$ cat src/rtl/wordle_pkg.sv
// Shared constants, tile types and scorer state encoding for the Wordle scorer slice.
package wordle_pkg;

  localparam int NUM_ROWS = 6;
  localparam int NUM_COLS = 5;
  localparam int LETTER_W = 8;
  localparam int WORD_W   = NUM_COLS * LETTER_W;

  typedef logic [2:0]          color_t;
  typedef logic [LETTER_W-1:0] letter_t;

  // Tile colors as {R,G,B}
  localparam color_t COLOR_EMPTY  = 3'b000;
  localparam color_t COLOR_GREEN  = 3'b010;
  localparam color_t COLOR_YELLOW = 3'b110;
  localparam color_t COLOR_ABSENT = 3'b111;

  localparam letter_t BLANK_LETTER = 8'h20;

  typedef enum logic [2:0] {
    S_IDLE,
    S_GREEN,
    S_YELLOW,
    S_WRITE,
    S_OVER
  } state_t;

  // Letter idx of a packed word; idx 0 is the leftmost letter in the top byte.
  function automatic letter_t word_letter(input logic [WORD_W-1:0] word, input int idx);
    return word[WORD_W-1-idx*LETTER_W -: LETTER_W];
  endfunction

endpackage

$ cat src/rtl/wordle_hist_ram.sv
// 6x5 tile history (color + letter) with bulk clear, one-row write and a registered read port.
module wordle_hist_ram
  import wordle_pkg::*;
(
  input  logic                       board_clk,
  input  logic                       reset,
  input  logic                       clear,
  input  logic                       wr_en,
  input  logic [2:0]                 wr_row,
  input  color_t  [NUM_COLS-1:0]     wr_colors,
  input  letter_t [NUM_COLS-1:0]     wr_letters,
  input  logic [2:0]                 rd_row,
  input  logic [2:0]                 rd_col,
  output color_t                     rd_color,
  output letter_t                    rd_letter
);

  color_t  tile_color  [NUM_ROWS][NUM_COLS];
  letter_t tile_letter [NUM_ROWS][NUM_COLS];

  logic rd_in_range;

  // NOTE: this storage is reset explicitly because a new board must read as blank tiles;
  // a plain data RAM would normally be left unreset so it can map onto memory macros.
  always_ff @(posedge board_clk or posedge reset) begin
    if (reset) begin
      for (int r = 0; r < NUM_ROWS; r++) begin
        for (int c = 0; c < NUM_COLS; c++) begin
          tile_color[r][c]  <= COLOR_EMPTY;
          tile_letter[r][c] <= BLANK_LETTER;
        end
      end
    end else if (clear) begin
      for (int r = 0; r < NUM_ROWS; r++) begin
        for (int c = 0; c < NUM_COLS; c++) begin
          tile_color[r][c]  <= COLOR_EMPTY;
          tile_letter[r][c] <= BLANK_LETTER;
        end
      end
    end else if (wr_en) begin
      for (int c = 0; c < NUM_COLS; c++) begin
        tile_color[wr_row][c]  <= wr_colors[c];
        tile_letter[wr_row][c] <= wr_letters[c];
      end
    end
  end

  assign rd_in_range = (rd_row < 3'(NUM_ROWS)) && (rd_col < 3'(NUM_COLS));

  always_ff @(posedge board_clk or posedge reset) begin
    if (reset) begin
      rd_color  <= COLOR_EMPTY;
      rd_letter <= BLANK_LETTER;
    end else if (rd_in_range) begin
      rd_color  <= tile_color[rd_row][rd_col];
      rd_letter <= tile_letter[rd_row][rd_col];
    end else begin
      rd_color  <= COLOR_EMPTY;
      rd_letter <= BLANK_LETTER;
    end
  end

endmodule

$ cat src/rtl/wordle_guess_scorer.sv
// Scores five-letter guesses against a target (green pass, then one yellow position per cycle)
// and commits each scored row into the tile history.
module wordle_guess_scorer
  import wordle_pkg::*;
(
  input  logic              board_clk,
  input  logic              reset,
  input  logic              new_game,
  input  logic              guess_valid,
  output logic              guess_ready,
  input  logic [WORD_W-1:0] guess_word,
  input  logic [WORD_W-1:0] target_word,
  input  logic [2:0]        rd_row,
  input  logic [2:0]        rd_col,
  output logic [2:0]        rd_color,
  output logic [7:0]        rd_letter,
  output logic              score_done,
  output logic              win,
  output logic              lose,
  output logic [2:0]        guess_count
);

  localparam logic [2:0] LAST_POS = 3'(NUM_COLS - 1);
  localparam logic [2:0] LAST_ROW = 3'(NUM_ROWS - 1);

  state_t state, next_state;

  letter_t             guess_q  [NUM_COLS];
  letter_t             target_q [NUM_COLS];
  color_t              colors_q [NUM_COLS];
  logic [NUM_COLS-1:0] used_q;
  logic [2:0]          pos_q;
  logic [2:0]          count_q;
  logic                win_q, lose_q, done_q;

  color_t              green_colors [NUM_COLS];
  logic [NUM_COLS-1:0] green_used;
  logic                yellow_hit;
  logic [NUM_COLS-1:0] yellow_take;
  logic                all_green, win_next, lose_next;
  logic                wr_en;

  color_t  [NUM_COLS-1:0] wr_colors;
  letter_t [NUM_COLS-1:0] wr_letters;

  // Green pass: every position compared in parallel; non-green tiles start as ABSENT.
  always_comb begin
    for (int i = 0; i < NUM_COLS; i++) begin
      green_colors[i] = COLOR_ABSENT;
      green_used[i]   = 1'b0;
      if (guess_q[i] == target_q[i]) begin
        green_colors[i] = COLOR_GREEN;
        green_used[i]   = 1'b1;
      end
    end
  end

  // Yellow step for position pos_q: descending scan so the lowest unused match wins.
  always_comb begin
    yellow_hit  = 1'b0;
    yellow_take = '0;
    if (colors_q[pos_q] != COLOR_GREEN) begin
      for (int j = NUM_COLS - 1; j >= 0; j--) begin
        if (!used_q[j] && (target_q[j] == guess_q[pos_q])) begin
          yellow_hit     = 1'b1;
          yellow_take    = '0;
          yellow_take[j] = 1'b1;
        end
      end
    end
  end

  always_comb begin
    all_green = 1'b1;
    for (int i = 0; i < NUM_COLS; i++) begin
      all_green = all_green & (colors_q[i] == COLOR_GREEN);
    end
    win_next  = all_green;
    lose_next = !all_green && (count_q == LAST_ROW);
  end

  // NOTE: state registers use non-blocking assignments so every flop samples pre-edge values.
  always_ff @(posedge board_clk or posedge reset) begin
    if (reset) state <= S_IDLE;
    else       state <= next_state;
  end

  // NOTE: every output of this block gets a default first, so no path leaves it unassigned (no latch).
  always_comb begin
    next_state  = state;
    guess_ready = 1'b0;
    wr_en       = 1'b0;
    unique case (state)
      S_IDLE: begin
        guess_ready = 1'b1;
        if (guess_valid) next_state = S_GREEN;
      end
      S_GREEN:  next_state = S_YELLOW;
      S_YELLOW: if (pos_q == LAST_POS) next_state = S_WRITE;
      S_WRITE: begin
        wr_en      = 1'b1;
        next_state = (win_next || lose_next) ? S_OVER : S_IDLE;
      end
      S_OVER:   next_state = S_OVER;
      default:  next_state = S_IDLE;
    endcase
    // new_game aborts everything, including a commit in WRITE.
    if (new_game) begin
      next_state = S_IDLE;
      wr_en      = 1'b0;
    end
  end

  always_ff @(posedge board_clk or posedge reset) begin
    if (reset) begin
      for (int i = 0; i < NUM_COLS; i++) begin
        guess_q[i]  <= '0;
        target_q[i] <= '0;
        colors_q[i] <= COLOR_EMPTY;
      end
      used_q  <= '0;
      pos_q   <= '0;
      count_q <= '0;
      win_q   <= 1'b0;
      lose_q  <= 1'b0;
      done_q  <= 1'b0;
    end else begin
      done_q <= 1'b0;
      if (new_game) begin
        used_q  <= '0;
        pos_q   <= '0;
        count_q <= '0;
        win_q   <= 1'b0;
        lose_q  <= 1'b0;
      end else begin
        unique case (state)
          S_IDLE: begin
            if (guess_valid) begin
              for (int i = 0; i < NUM_COLS; i++) begin
                guess_q[i]  <= word_letter(guess_word, i);
                target_q[i] <= word_letter(target_word, i);
              end
              used_q <= '0;
              pos_q  <= '0;
            end
          end
          S_GREEN: begin
            for (int i = 0; i < NUM_COLS; i++) colors_q[i] <= green_colors[i];
            used_q <= green_used;
          end
          S_YELLOW: begin
            if (yellow_hit) colors_q[pos_q] <= COLOR_YELLOW;
            used_q <= used_q | yellow_take;
            pos_q  <= pos_q + 3'd1;
          end
          S_WRITE: begin
            count_q <= count_q + 3'd1;
            win_q   <= win_next;
            lose_q  <= lose_next;
            done_q  <= 1'b1;
          end
          default: ;
        endcase
      end
    end
  end

  always_comb begin
    for (int i = 0; i < NUM_COLS; i++) begin
      wr_colors[i]  = colors_q[i];
      wr_letters[i] = guess_q[i];
    end
  end

  wordle_hist_ram u_hist (
    .board_clk  (board_clk),
    .reset      (reset),
    .clear      (new_game),
    .wr_en      (wr_en),
    .wr_row     (count_q),
    .wr_colors  (wr_colors),
    .wr_letters (wr_letters),
    .rd_row     (rd_row),
    .rd_col     (rd_col),
    .rd_color   (rd_color),
    .rd_letter  (rd_letter)
  );

  assign score_done  = done_q;
  assign win         = win_q;
  assign lose        = lose_q;
  assign guess_count = count_q;

endmodule

$ cat config.mk
export PLATFORM = sky130hd
export DESIGN_NAME = wordle_guess_scorer
export DESIGN_NICKNAME = d
export VERILOG_FILES = /design/src/rtl/wordle_pkg.sv /design/src/rtl/wordle_hist_ram.sv /design/src/rtl/wordle_guess_scorer.sv
export SDC_FILE = /design/constraint.sdc
export NUM_CORES = 1
export LEC_CHECK = 0
export CAP_MARGIN = 0
export CELL_PAD_IN_SITES_DETAIL_PLACEMENT = 2
export CELL_PAD_IN_SITES_GLOBAL_PLACEMENT = 2
export CORE_UTILIZATION = 29
export DETAILED_ROUTE_END_ITERATION = 7
export DONT_BUFFER_PORTS = 1
export PLACE_DENSITY = 0.61
export SYNTH_ARGS = -nofsm -noshare
export SYNTH_HDL_FRONTEND = slang
export SYNTH_HIERARCHICAL = 1
export SYNTH_SLANG_ARGS = --single-unit
$ cat constraint.sdc
create_clock -name board_clk -period 25.3 [get_ports board_clk]
set_input_delay 5.06 -clock board_clk [delete_from_list [all_inputs] [get_ports board_clk]]
set_output_delay 5.06 -clock board_clk [all_outputs]
set_load 0.1 [all_outputs]
Yosys cells after proc, flatten, opt, wreduce, memory -nomap -nowiden
Index checks and enable logic that the tools add are counted.
{"block": "totals", "reg_bits": 453, "latchBits": 0, "mem_bits_rw": 0, "romBits": 0, "elab_cells": 259, "memories": 0}
{"block": "classes", "add_sub_neg": 2, "mul": 0, "div": 0, "order_cmp": 8, "eq_ne": 25, "shifts": 0, "mux": 100, "n_bitwise": 13, "reduce_logical": 27}
{"operator": "$bwmux 240", "n": 5}
{"operator": "$demux 40 s3", "n": 5}
{"operator": "$mux 240", "n": 2}
{"operator": "$bwmux 90", "n": 5}
{"operator": "$demux 15 s3", "n": 5}
{"operator": "$mux 90", "n": 2}
{"operator": "$bmux 40 s3", "n": 1}
{"operator": "$mux 40", "n": 3}
{"operator": "$eq 8x8->1", "n": 10}
{"operator": "$mux 15", "n": 4}
{"operator": "$mux 3", "n": 20}
{"operator": "$bmux 8 s3", "n": 2}
{"operator": "$mux 8", "n": 6}
{"operator": "$bmux 15 s3", "n": 1}
{"operator": "$mux 5", "n": 8}
{"operator": "$mux 32", "n": 1}
{"operator": "$pmux 15 s2", "n": 1}
{"operator": "$mux 24", "n": 1}
{"operator": "$eq 3x2->1 const B", "n": 7}
{"operator": "$bmux 3 s3", "n": 2}
{"operator": "$mux 1", "n": 18}
{"operator": "$ge 4x4->1 const B", "n": 4}
{"operator": "$mux 16", "n": 1}
{"operator": "$not 3->4", "n": 4}
{"operator": "30 further kinds", "n": 57}

Longest topological paths before layout
Gate-level depths: netlist of the first run.
{"block": "depth", "word_depth": 15, "depth_mapped": 11, "depth_no_buf": 9}

Cells and area by module
Netlist of the first run, hierarchy kept.
{"mod": "wordle_hist_ram", "instances": 1, "cells_each": 1766, "area_each_um2": 16261.8, "seq_area_each_um2": 8572.0}
{"mod": "wordle_guess_scorer", "instances": 1, "cells_each": 530, "area_each_um2": 6059.6, "seq_area_each_um2": 2802.7}

Worst setup path before layout of the first run
OpenSTA, ideal clock, no wires.
{"block": "synth_path", "path_type": "register to output", "startpoint": "reg state[1]", "endpoint": "out guess_ready", "arrival_ps": 2698, "t_required_ps": 20240, "setup_slack_ps": 17542, "stages_incl_launch_ff": 3, "n_path_buf": 1, "cell_sequence": "dfrtp_1 -> clkbuf_1 -> nor3_1"}
{"block": "synth_between", "elab_chain_len": 2}
{"element": "from (decl)", "line_no": "wordle_guess_scorer.sv:26", "source": "state_t state, next_state;"}
{"element": "from (signal assigned)", "line_no": "wordle_guess_scorer.sv:85", "source": "else state <= next_state;"}
{"element": "$logic_not 3->1", "line_no": "wordle_guess_scorer.sv:93", "source": "unique case (state)"}
{"element": "$mux 1", "line_no": "wordle_guess_scorer.sv:93"}
{"element": "to (decl)", "line_no": "wordle_guess_scorer.sv:10", "source": "output logic guess_ready,"}
No other way between the ends.

Worst setup path in the final report of the first run
{"block": "layout_path", "startpoint": "in new_game", "endpoint": "reg u_hist/tile_letter[19] in the netlist's numbering"}
{"block": "layout_between", "elab_chain_len": 2}
{"element": "from (decl)", "line_no": "wordle_guess_scorer.sv:8", "source": "input logic new_game,"}
{"element": "$mux 1", "line_no": "wordle_guess_scorer.sv:108", "source": "if (new_game) begin"}
{"element": "$reduce_bool 2->1 (no source line)"}
{"element": "to (signal, indexed assignment)", "line_no": "wordle_hist_ram.sv:43", "source": "tile_letter[wr_row][c] <= wr_letters[c];"}
{"element": "to (decl)", "line_no": "wordle_hist_ram.sv:19", "source": "letter_t tile_letter [NUM_ROWS][NUM_COLS];"}
Several ways; a longest one is shown, not always the timed one.
A chain may end at the register's enable or synchronous reset.

==> flow_summary.json, run 1 <==
{
  "drt_wl_total_um": 83600,
  "grt_remaining_overflow": 0,
  "worstSetupStartpointType": "input pin",
  "synth_cell_type_count": 77,
  "crit_start": "new_game",
  "vias_in_the_first_global_route": 19700,
  "hold_path_end": "u_hist/tile_letter[229]",
  "synth_area_leader_cell": "sky130_fd_sc_hd__dfrtp_1",
  "numClockSinks": 453,
  "worst_hold_launch": "u_hist/tile_letter[229]",
  "period_share_pct": 27.6,
  "clock.fmax_mhz": 143,
  "yosys_warning_count": 6,
  "critical_path_arrival_ns": 7.41,
  "cts-hold-fix-buffers": 0,
  "critical_path.top_delay_family": "simple AND/OR/NAND/NOR gates",
  "postCtsSetupBuffers": 0,
  "max_slew_margin_pct": -12.9,
  "timing.rr.start": "pos_q[1]",
  "outcome": "finished with violations",
  "setup_violations": 0,
  "synth-seq-cells": 453,
  "detailed_route_iter0_violations": 935,
  "floorplan.rows": 101,
  "post_route_cells_drive_above_1_share_pct": 13.2,
  "post_drt_via_cell_ratio": 5.29,
  "critical_path_peak_fanout": 351,
  "length_in_cells_of_the_worst_reg_to_reg_path": 9,
  "finalInstanceArea_sq_mm": 0.0248,
  "design.final.nets": 2307,
  "grt_setup_unrepaired": "no",
  "fin_skew_ns": 0.0244,
  "mappedNetlistNets": 2390,
  "p_leak_nw": 9.88,
  "postSynth.topFlopCell": "sky130_fd_sc_hd__dfrtp_1",
  "hpwlAfterDp_um": 49400,
  "synth.avg_cell_area_sq_um": 9.72,
  "worstMarginPinSlew_ns": 1.69,
  "cts_tree": "done",
  "wl_per_cell_um": 25.4,
  "tns_ns": 0,
  "post_cts_resize_count": 0,
  "netlist_top_cells_area": "sky130_fd_sc_hd__dfrtp_1 (47%), sky130_fd_sc_hd__nand2_1 (12%), sky130_fd_sc_hd__a21oi_1 (7.1%)",
  "hold_path_depth": 2,
  "drt-pass1-iter-count": 5,
  "detailroute.via_count": 17400,
  "max_cap_violations": 0,
  "antenna_found_initial": 3,
  "mappedNetlistArea_sq_mm": 0.0223,
  "synthMostInstantiatedCell": "sky130_fd_sc_hd__nand2_1",
  "clock_path_buffers": 3,
  "grt.total_usage_pct": 21.6,
  "min_delay_path_class": "reg2reg",
  "starting_density_of_the_core_pct": 29.3,
  "cpMaxStageDelayCell": "sky130_fd_sc_hd__nand3_4",
  "yosysSeqAreaShare_pct": 51.0,
  "syn_inst": 2296,
  "gpl.final_weighted_congestion": 0.773,
  "ff2ff_setup_slack_ns": 21.54,
  "yosys-top-cells-count": "sky130_fd_sc_hd__nand2_1 (685), sky130_fd_sc_hd__dfrtp_1 (422), sky130_fd_sc_hd__a21oi_1 (318)",
  "critical_path.endpoint_type": "flip-flop",
  "cts_buffers": 53,
  "die-height_um": 279,
  "place.port_buffers": 0,
  "timing.critical_path.buf_inv": 0,
  "slew_viol_final": 182,
  "die_w_um": 279,
  "critPathMaxStageDelay_ns": 0.86,
  "post-route-min-period_ns": 6.99,
  "clk_root_buffer_cell": "sky130_fd_sc_hd__clkbuf_16",
  "hold_viol": 0,
  "core_area_sq_mm": 0.0761,
  "irDropWorstVdd_uv": 53.8,
  "required_ns": 25.72,
  "synth-edff-count": 0,
  "post-route-drc-count": 0,
  "drtAntennaViolNets": 0,
  "clock_latency_late_sink_ns": 0.63,
  "failed_checks": "slew limit",
  "critical_path_class": "in2reg",
  "cts_htree_levels": 2,
  "grt_start_max_net_pins": 352,
  "critical_r2r_capture": "colors_q[6]",
  "power_per_cell_area_mw_per_mm2": 74.9,
  "grt_pass1_wl_um": 128000,
  "critical_path.cell_chain": "nor2_1 > nor2b_1 > nand3_4 > nand2_1 > a21oi_1",
  "finalPower_w": 0.00186,
  "die_area_sq_mm": 0.0781,
  "placedInstanceArea_sq_mm": 0.0231,
  "pin_count": 108,
  "area_growth_pct": 11.3,
  "cts.clk_slew.worst_paths_ns": 0.06,
  "synth_largest_type_area_fraction_pct": 47.3,
  "async_flop_share_pct": 100
}
## flip-flops by register name, indices dropped and copies added (netlist names), 5 cells and up
register            cells
u_hist/rd_letter        8
used_q                  5
guess_q                40
u_hist/tile_letter    240
u_hist/tile_color      90
target_q               40
colors_q               15
## cell families after synthesis
logic type               count (synthesis)  synth area share (%)
buffers and inverters                  177                  3.79
flip-flops                             453                  51.0
multiplexers                           230                  12.7
AND/OR/NAND/NOR                        878                  16.6
AO/OA/AOI/OAI                          475                  12.6
adder cells (fa/ha/maj)                  4                 0.224
XOR/XNOR                                79                  3.10
## worst min-delay path: cells and delay by family (launching register included)
kind / cells / cell delay [ns]
flip-flops: 1 / 0.37
AND/OR/NAND/NOR: 2 / 0.11
## cells in the final DEF, fill, tap and decap left out, types with 17 or more instances in the layout
cell type and n:
sky130_fd_sc_hd__dfrtp_1 422, sky130_fd_sc_hd__nand3b_1 34, sky130_fd_sc_hd__mux2i_1 113, sky130_fd_sc_hd__a221oi_1 42, sky130_fd_sc_hd__o21ai_0 35, sky130_fd_sc_hd__buf_4 27
sky130_fd_sc_hd__mux4_2 31, sky130_fd_sc_hd__mux2_2 83, sky130_fd_sc_hd__a21oi_1 318, sky130_fd_sc_hd__nand2_1 683, sky130_fd_sc_hd__nor2_1 66, sky130_fd_sc_hd__clkbuf_16 53
sky130_fd_sc_hd__xnor2_1 31, sky130_fd_sc_hd__xor2_1 48, sky130_fd_sc_hd__dfstp_2 31, sky130_fd_sc_hd__nor2b_1 17
## how the worst max path moves through the flow
stage          slack [ns]                       to  depth (start not counted)
2_1_floorplan       10.84       u_hist/rd_color[0]                          1
3_3_place_gp        17.93  u_hist/tile_letter[150]                          6
3_5_place_dp        17.82  u_hist/tile_letter[142]                          6
4_1_cts             18.42   u_hist/tile_letter[19]                          5
5_1_grt             18.20  u_hist/tile_letter[131]                          6
6_report            18.31   u_hist/tile_letter[19]                          5
## per-stage QoR
stage	setup WS, ns	hold WS [ns]	util [%]	instances
6_report	18.31	0.487	32.7	3286
2_1_floorplan	10.84	0.462	-	2296
3_5_place_dp	17.82	0.481	30.4	3188
4_1_cts	18.42	0.491	32.6	3283
3_3_place_gp	17.93	0.471	30.4	3188
5_1_grt	18.20	0.505	32.6	3283
## metal layers
metal / global-route usage [%] / vias to the layer above / part of all wire (%)
met5: 0 / - / 0.042
met4: 5.88 / 6 / 2.5
li1: - / 7694 / -
met3: 2.91 / 112 / 3.1
met1: 28.1 / 9305 / 45
met2: 37.3 / 253 / 49
## final cells by class
| type | instances | area, sq um |
|---|---|---|
| diodes | 3 | 7.51 |
| multi-input cells | 1666 | 10200 |
| fillers | 8359 | 51200 |
| well taps | 1030 | 1290 |
| flip-flops and latches | 453 | 11400 |
| clock buffers | 81 | 1550 |
| inverters | 10 | 47.5 |
| clock inverters | 14 | 146 |
| repair buffers | 29 | 250 |
## report_power, final
part / internal, W / switching (W)
Clock: 0.000441 / 0.000326
Combinational: 0.0000920 / 0.0000995
Sequential: 0.000765 / 0.000138
Total: 0.00130 / 0.000564
No activity file was read; power rests on OpenSTA's default activity.
==> run 2, diff against run 1 <==
clock period = 6.9 ns   (was 25.3 ns; I/O delays follow)
==> run 2 against run 1 <==
Net effect: the flow now finishes without violations; via count up 0.13%; die area unchanged; clock power rose to 3.8 times the previous value; critical endpoint is now u_hist/tile_letter[206].
==> flow_summary.json, run 2 (synthesis results as in run 1) <==
{
  "die-height_um": 279,
  "layout_commonest_cell": "sky130_fd_sc_hd__nand2_1",
  "period_share_pct": 53.0,
  "cts_htree_levels": 2,
  "drt-pass1-iter-count": 4,
  "area_growth_pct": 11.6,
  "max_cap_violations": 0,
  "grt_start_max_net_pins": 352,
  "pin_count": 108,
  "max_slew_margin_pct": 18.8,
  "die_w_um": 279,
  "critical_path.top_delay_family": "simple AND/OR/NAND/NOR gates",
  "critical_path_peak_fanout": 51,
  "cpMaxStageDelayCell": "sky130_fd_sc_hd__buf_4",
  "detailed_route_iter0_violations": 871,
  "largestRegisters": "u_hist/tile_letter (240), u_hist/tile_color (90)",
  "critical_path.endpoint_type": "flip-flop",
  "cts.clk_slew.worst_paths_ns": 0.07,
  "critical_r2r_capture": "u_hist/tile_letter[206]",
  "stdcell_count": 3285,
  "fin_skew_ns": 0.0258,
  "vias_in_the_first_global_route": 19500,
  "post-route-drc-count": 0,
  "clock_path_buffers": 3,
  "grt_pass1_wl_um": 128000,
  "timing.rr.start": "state[0]",
  "gpl.final_weighted_congestion": 0.817,
  "floorplan.rows": 101,
  "post_drt_via_cell_ratio": 5.29,
  "cts_buffers": 54,
  "design.final.nets": 2309,
  "grt.total_usage_pct": 21.9,
  "worstSetupStartpointType": "flip-flop",
  "crit_start": "state[0]",
  "clock_latency_late_sink_ns": 0.61,
  "tns_ns": 0,
  "critical_path_class": "reg2reg",
  "critPathMaxStageDelay_ns": 0.74,
  "ff2ff_setup_slack_ns": 3.24,
  "commonest_non_fill_non_tap_cells_in_the_layout": "sky130_fd_sc_hd__nand2_1 (683), sky130_fd_sc_hd__dfrtp_1 (422), sky130_fd_sc_hd__a21oi_1 (318), sky130_fd_sc_hd__mux2i_1 (113), sky130_fd_sc_hd__mux2_2 (83)",
  "core_area_sq_mm": 0.0761,
  "hpwlAfterDp_um": 50500,
  "largest_reg_flops": 240,
  "post_route_cells_drive_above_1_share_pct": 13.2,
  "cts-hold-fix-buffers": 0,
  "setup_violations": 0,
  "post-route-min-period_ns": 3.66,
  "outcome": "completed",
  "length_in_cells_of_the_worst_reg_to_reg_path": 7,
  "postCtsSetupBuffers": 0,
  "numClockSinks": 453,
  "irDropWorstVdd_uv": 192,
  "critical_path_arrival_ns": 4.14,
  "worst_hold_launch": "u_hist/tile_letter[213]",
  "critical_path.cell_chain": "nand3b_1 > nor2_1 > nand2b_1 > nor3_4 > buf_4 > nand2_1 > a21oi_1",
  "hold_slack_ns": 0.486,
  "clock.fmax_mhz": 273,
  "cts_tree": "done",
  "wl_per_cell_um": 25.8,
  "post_cts_resize_count": 0,
  "hold_path_depth": 2,
  "starting_density_of_the_core_pct": 29.3,
  "power_per_cell_area_mw_per_mm2": 277,
  "drtAntennaViolNets": 0,
  "drt_wl_total_um": 84600,
  "place.detailed.instances": 3189,
  "place.port_buffers": 0,
  "max_flop_register": "u_hist/tile_letter",
  "hold_path_end": "u_hist/tile_letter[213]",
  "grt_setup_unrepaired": "no",
  "die_area_sq_mm": 0.0781,
  "detailroute.via_count": 17400,
  "worstMarginPinSlew_ns": 1.22,
  "p_leak_nw": 9.90,
  "antenna_found_initial": 1,
  "finish.utilization_pct": 32.7,
  "timing.critical_path.buf_inv": 1,
  "min_delay_path_class": "reg2reg",
  "grt_remaining_overflow": 0,
  "hold_viol": 0,
  "clk_root_buffer_cell": "sky130_fd_sc_hd__clkbuf_16",
  "required_ns": 7.38,
  "slew_viol_final": 0
}
run 2: cell count changes in the layout (fill, tap and decap cells not counted), moves of 2 or more:
| cell | previous run | this run |
|---|---|---|
| sky130_fd_sc_hd__clkinvlp_4 | 0 | 2 |
| sky130_fd_sc_hd__diode_2 | 3 | 1 |
| sky130_fd_sc_hd__clkinv_2 | 9 | 5 |
| sky130_fd_sc_hd__clkbuf_1 | 16 | 18 |
| sky130_fd_sc_hd__clkinv_8 | 2 | 0 |
| sky130_fd_sc_hd__bufinv_16 | 2 | 4 |
| sky130_fd_sc_hd__clkbuf_16 | 53 | 55 |
run 2: worst max-delay path by stage:
stage | to | slack, ns | cells past startpoint
floorplan | u_hist/rd_color[0] | 0.98 | 1
global placement | u_hist/tile_letter[6] | 3.35 | 6
detailed placement | u_hist/tile_letter[17] | 3.15 | 6
CTS | colors_q[8] | 3.29 | 9
global route | u_hist/tile_letter[17] | 3.00 | 7
finish | u_hist/tile_letter[206] | 3.24 | 7
run 2: per-layer routing:
metal | vias to the layer above | GRT usage [%] | wire [um] | share of wire, %
met4 | 2 | 6.01 | 2180 | 2.6
met3 | 105 | 2.89 | 2550 | 3.0
met2 | 266 | 37.6 | 41800 | 49
li1 | 7690 | - | - | -
met1 | 9330 | 28.8 | 38100 | 45
met5 | - | 0 | 8 | 0.0095
run 2: power by group:
group | internal (W) | switching (W) | total [W] | leakage (nW)
Combinational | 0.000336 | 0.000353 | 0.000689 | 3.04
Sequential | 0.00280 | 0.000526 | 0.00333 | 6.00
Clock | 0.00172 | 0.00116 | 0.00289 | 0.859
run 2: final cells by class:
type                    count  area [sq um]
fillers                  8399         51200
clock inverters            11           161
flip-flops and latches    453         11400
multi-input cells        1666         10200
clock buffers              84          1600
diodes                      1          2.50
inverters                  10          43.8
repair buffers             30           270
well taps                1030          1290
run 2: worst register-to-register path: cells and delay by family (launching register included):
| family | cells | cell delay [ns] |
|---|---|---|
| AND/OR/NAND/NOR | 5 | 1.95 |
| buffers and inverters | 1 | 0.74 |
| flip-flops | 1 | 0.67 |
| AO/OA/AOI/OAI | 1 | 0.18 |
run 2: stage by stage:
stage	total power, W	setup slack [ns]	instance area, sq um
floorplan	0.00369	0.985	22300
global placement	0.00404	3.35	23100
detailed placement	0.00407	3.15	23100
CTS	0.00700	3.29	24900
global route	0.00717	3.00	24900
finish	0.00691	3.24	24900
==> run 3, diff against run 2 <==
PLACE_DENSITY = 0.63   (was 0.61)
clock period = 3.09 ns   (was 6.9 ns; I/O delays follow)
==> run 3 against run 2 <==
Net effect: global-route usage rose by 1.1 points; clock skew rose by 0.0061 ns; total power rose by 120%; first-iteration DRC count rose by 12%; hold slack got worse by 0.48 ns.
==> flow_summary.json, run 3 (synthesis results as in run 1) <==
{
  "outcome": "completed",
  "timing.critical_path.buf_inv": 2,
  "clock.fmax_mhz": 342,
  "die_w_um": 279,
  "postLayoutSetupSlackWorst_ns": 0.164,
  "largest_reg_flops": 240,
  "starting_density_of_the_core_pct": 29.3,
  "grt_remaining_overflow": 0,
  "design.final.nets": 2382,
  "drt_wl_total_um": 89400,
  "place_worst_setup_slack_ns": -0.0409,
  "max_cap_violations": 0,
  "min_delay_path_class": "in2async",
  "post-route-drc-count": 0,
  "drt-pass1-iter-count": 5,
  "die_area_sq_mm": 0.0781,
  "clk_root_buffer_cell": "sky130_fd_sc_hd__clkbuf_16",
  "clock_path_buffers": 3,
  "antenna_found_initial": 7,
  "grt.total_usage_pct": 23.0,
  "cts_buffers": 52,
  "critical_path.endpoint_type": "flip-flop",
  "core_area_sq_mm": 0.0761,
  "layout_commonest_cell": "sky130_fd_sc_hd__nand2_1",
  "clock_latency_late_sink_ns": 0.62,
  "ff2ff_setup_slack_ns": 0.16,
  "vias_in_the_first_global_route": 20300,
  "grt_pass1_wl_um": 135000,
  "pin_count": 108,
  "place.port_buffers": 0,
  "critical_path.cell_chain": "buf_4 > mux2i_1 > nand2_1 > o21ai_2 > xnor2_1 > or4_4 > and3b_4 > nor4b_4 > buf_4 > o22a_1",
  "most_frequent_cp_cell": "sky130_fd_sc_hd__buf_4",
  "hold_viol": 0,
  "area_growth_pct": 15.0,
  "path_depth": 10,
  "slew_viol_final": 0,
  "layout.filler_cells": 8330,
  "die-height_um": 279,
  "largestRegisters": "u_hist/tile_letter (240), u_hist/tile_color (90)",
  "length_in_cells_of_the_worst_reg_to_reg_path": 10,
  "critical_path_class": "reg2reg",
  "gpl.final_weighted_congestion": 0.863,
  "critical_path.top_delay_family": "simple AND/OR/NAND/NOR gates",
  "worstMarginPinSlew_ns": 1.33,
  "period_share_pct": 94.7,
  "critical_path_peak_fanout": 9,
  "grt_setup_unrepaired": "no",
  "p_leak_nw": 10.3,
  "cts_htree_levels": 2,
  "max_slew_margin_pct": 11.7,
  "detailed_route_iter0_violations": 978,
  "finalPower_w": 0.0155,
  "required_ns": 3.59,
  "post-route-min-period_ns": 2.93,
  "irDropWorstVdd_uv": 425,
  "finish.utilization_pct": 33.7,
  "floorplan.rows": 101,
  "cts.clk_slew.worst_paths_ns": 0.06,
  "fin_skew_ns": 0.0319,
  "wl_per_cell_um": 26.6,
  "worstSetupStartpointType": "flip-flop",
  "finalInstanceArea_sq_mm": 0.0257,
  "numClockSinks": 453,
  "placedInstanceArea_sq_mm": 0.0239,
  "commonest_non_fill_non_tap_cells_in_the_layout": "sky130_fd_sc_hd__nand2_1 (683), sky130_fd_sc_hd__dfrtp_1 (421), sky130_fd_sc_hd__a21oi_1 (318), sky130_fd_sc_hd__mux2i_1 (113)",
  "detailroute.via_count": 18000,
  "power_per_cell_area_mw_per_mm2": 605,
  "post_route_cells_drive_above_1_share_pct": 16.3,
  "cts-hold-fix-buffers": 0,
  "max_flop_register": "u_hist/tile_letter",
  "cpMaxStageDelayCell": "sky130_fd_sc_hd__or4_4",
  "hpwlAfterDp_um": 56000,
  "setup_violations": 0,
  "critical_path_arrival_ns": 3.43,
  "drtAntennaViolNets": 0,
  "grt_start_max_net_pins": 352,
  "cts_tree": "done",
  "post_drt_via_cell_ratio": 5.36,
  "critPathMaxStageDelay_ns": 0.56
}
## run 3: stage by stage
stage	hold slack (ns)	std cells	TNS (ns)
4_1_cts	0.0544	3358	0
2_1_floorplan	0.462	2296	-665.38
6_report	0.000837	3361	0
3_3_place_gp	0.470	3263	0
3_5_place_dp	0.478	3263	-0.142
5_1_grt	0.0637	3361	0
## run 3: what timing repair did
action | CTS | global route
endpoints found under the setup margin | 9 | 16
resized for setup | 1 | 5
pin swaps | 0 | 0
setup buffers | 0 | 1
## run 3: cell type report
type                    instances  area, sq um  share of cell area [%]
inverters                      10         45.0                   0.175
diodes                          2         5.00                  0.0195
multi-input cells            1666        10200                    39.7
repair buffers                105         1060                    4.14
well taps                    1030         1290                    5.02
flip-flops and latches        453        11400                    44.3
clock inverters                18          186                   0.726
clock buffers                  77         1520                    5.90
## run 3: path summary, 6_finish.rpt
path	from	end
hold / removal	reset	guess_q[12]
setup reg to reg	pos_q[1]	colors_q[12]
hold reg to reg	u_hist/tile_letter[181]	u_hist/tile_letter[181]
max in group asynchronous	reset	u_hist/tile_letter[64]
min in group board_clk	new_game	guess_count[1]
setup / recovery	pos_q[1]	colors_q[12]
## run 3: power breakdown
group / switching (W) / internal (W)
sequential: 0.000768 / 0.00627
combinational: 0.00131 / 0.000912
clock: 0.00265 / 0.00364
## run 3: routing by layer
metal	GRT usage, %	routed length [um]	vias to the layer above
met5	0	23	-
met4	6.82	2600	4
met3	3.24	3320	146
met2	39.7	44300	364
met1	29.8	39100	9638
li1	-	-	7849
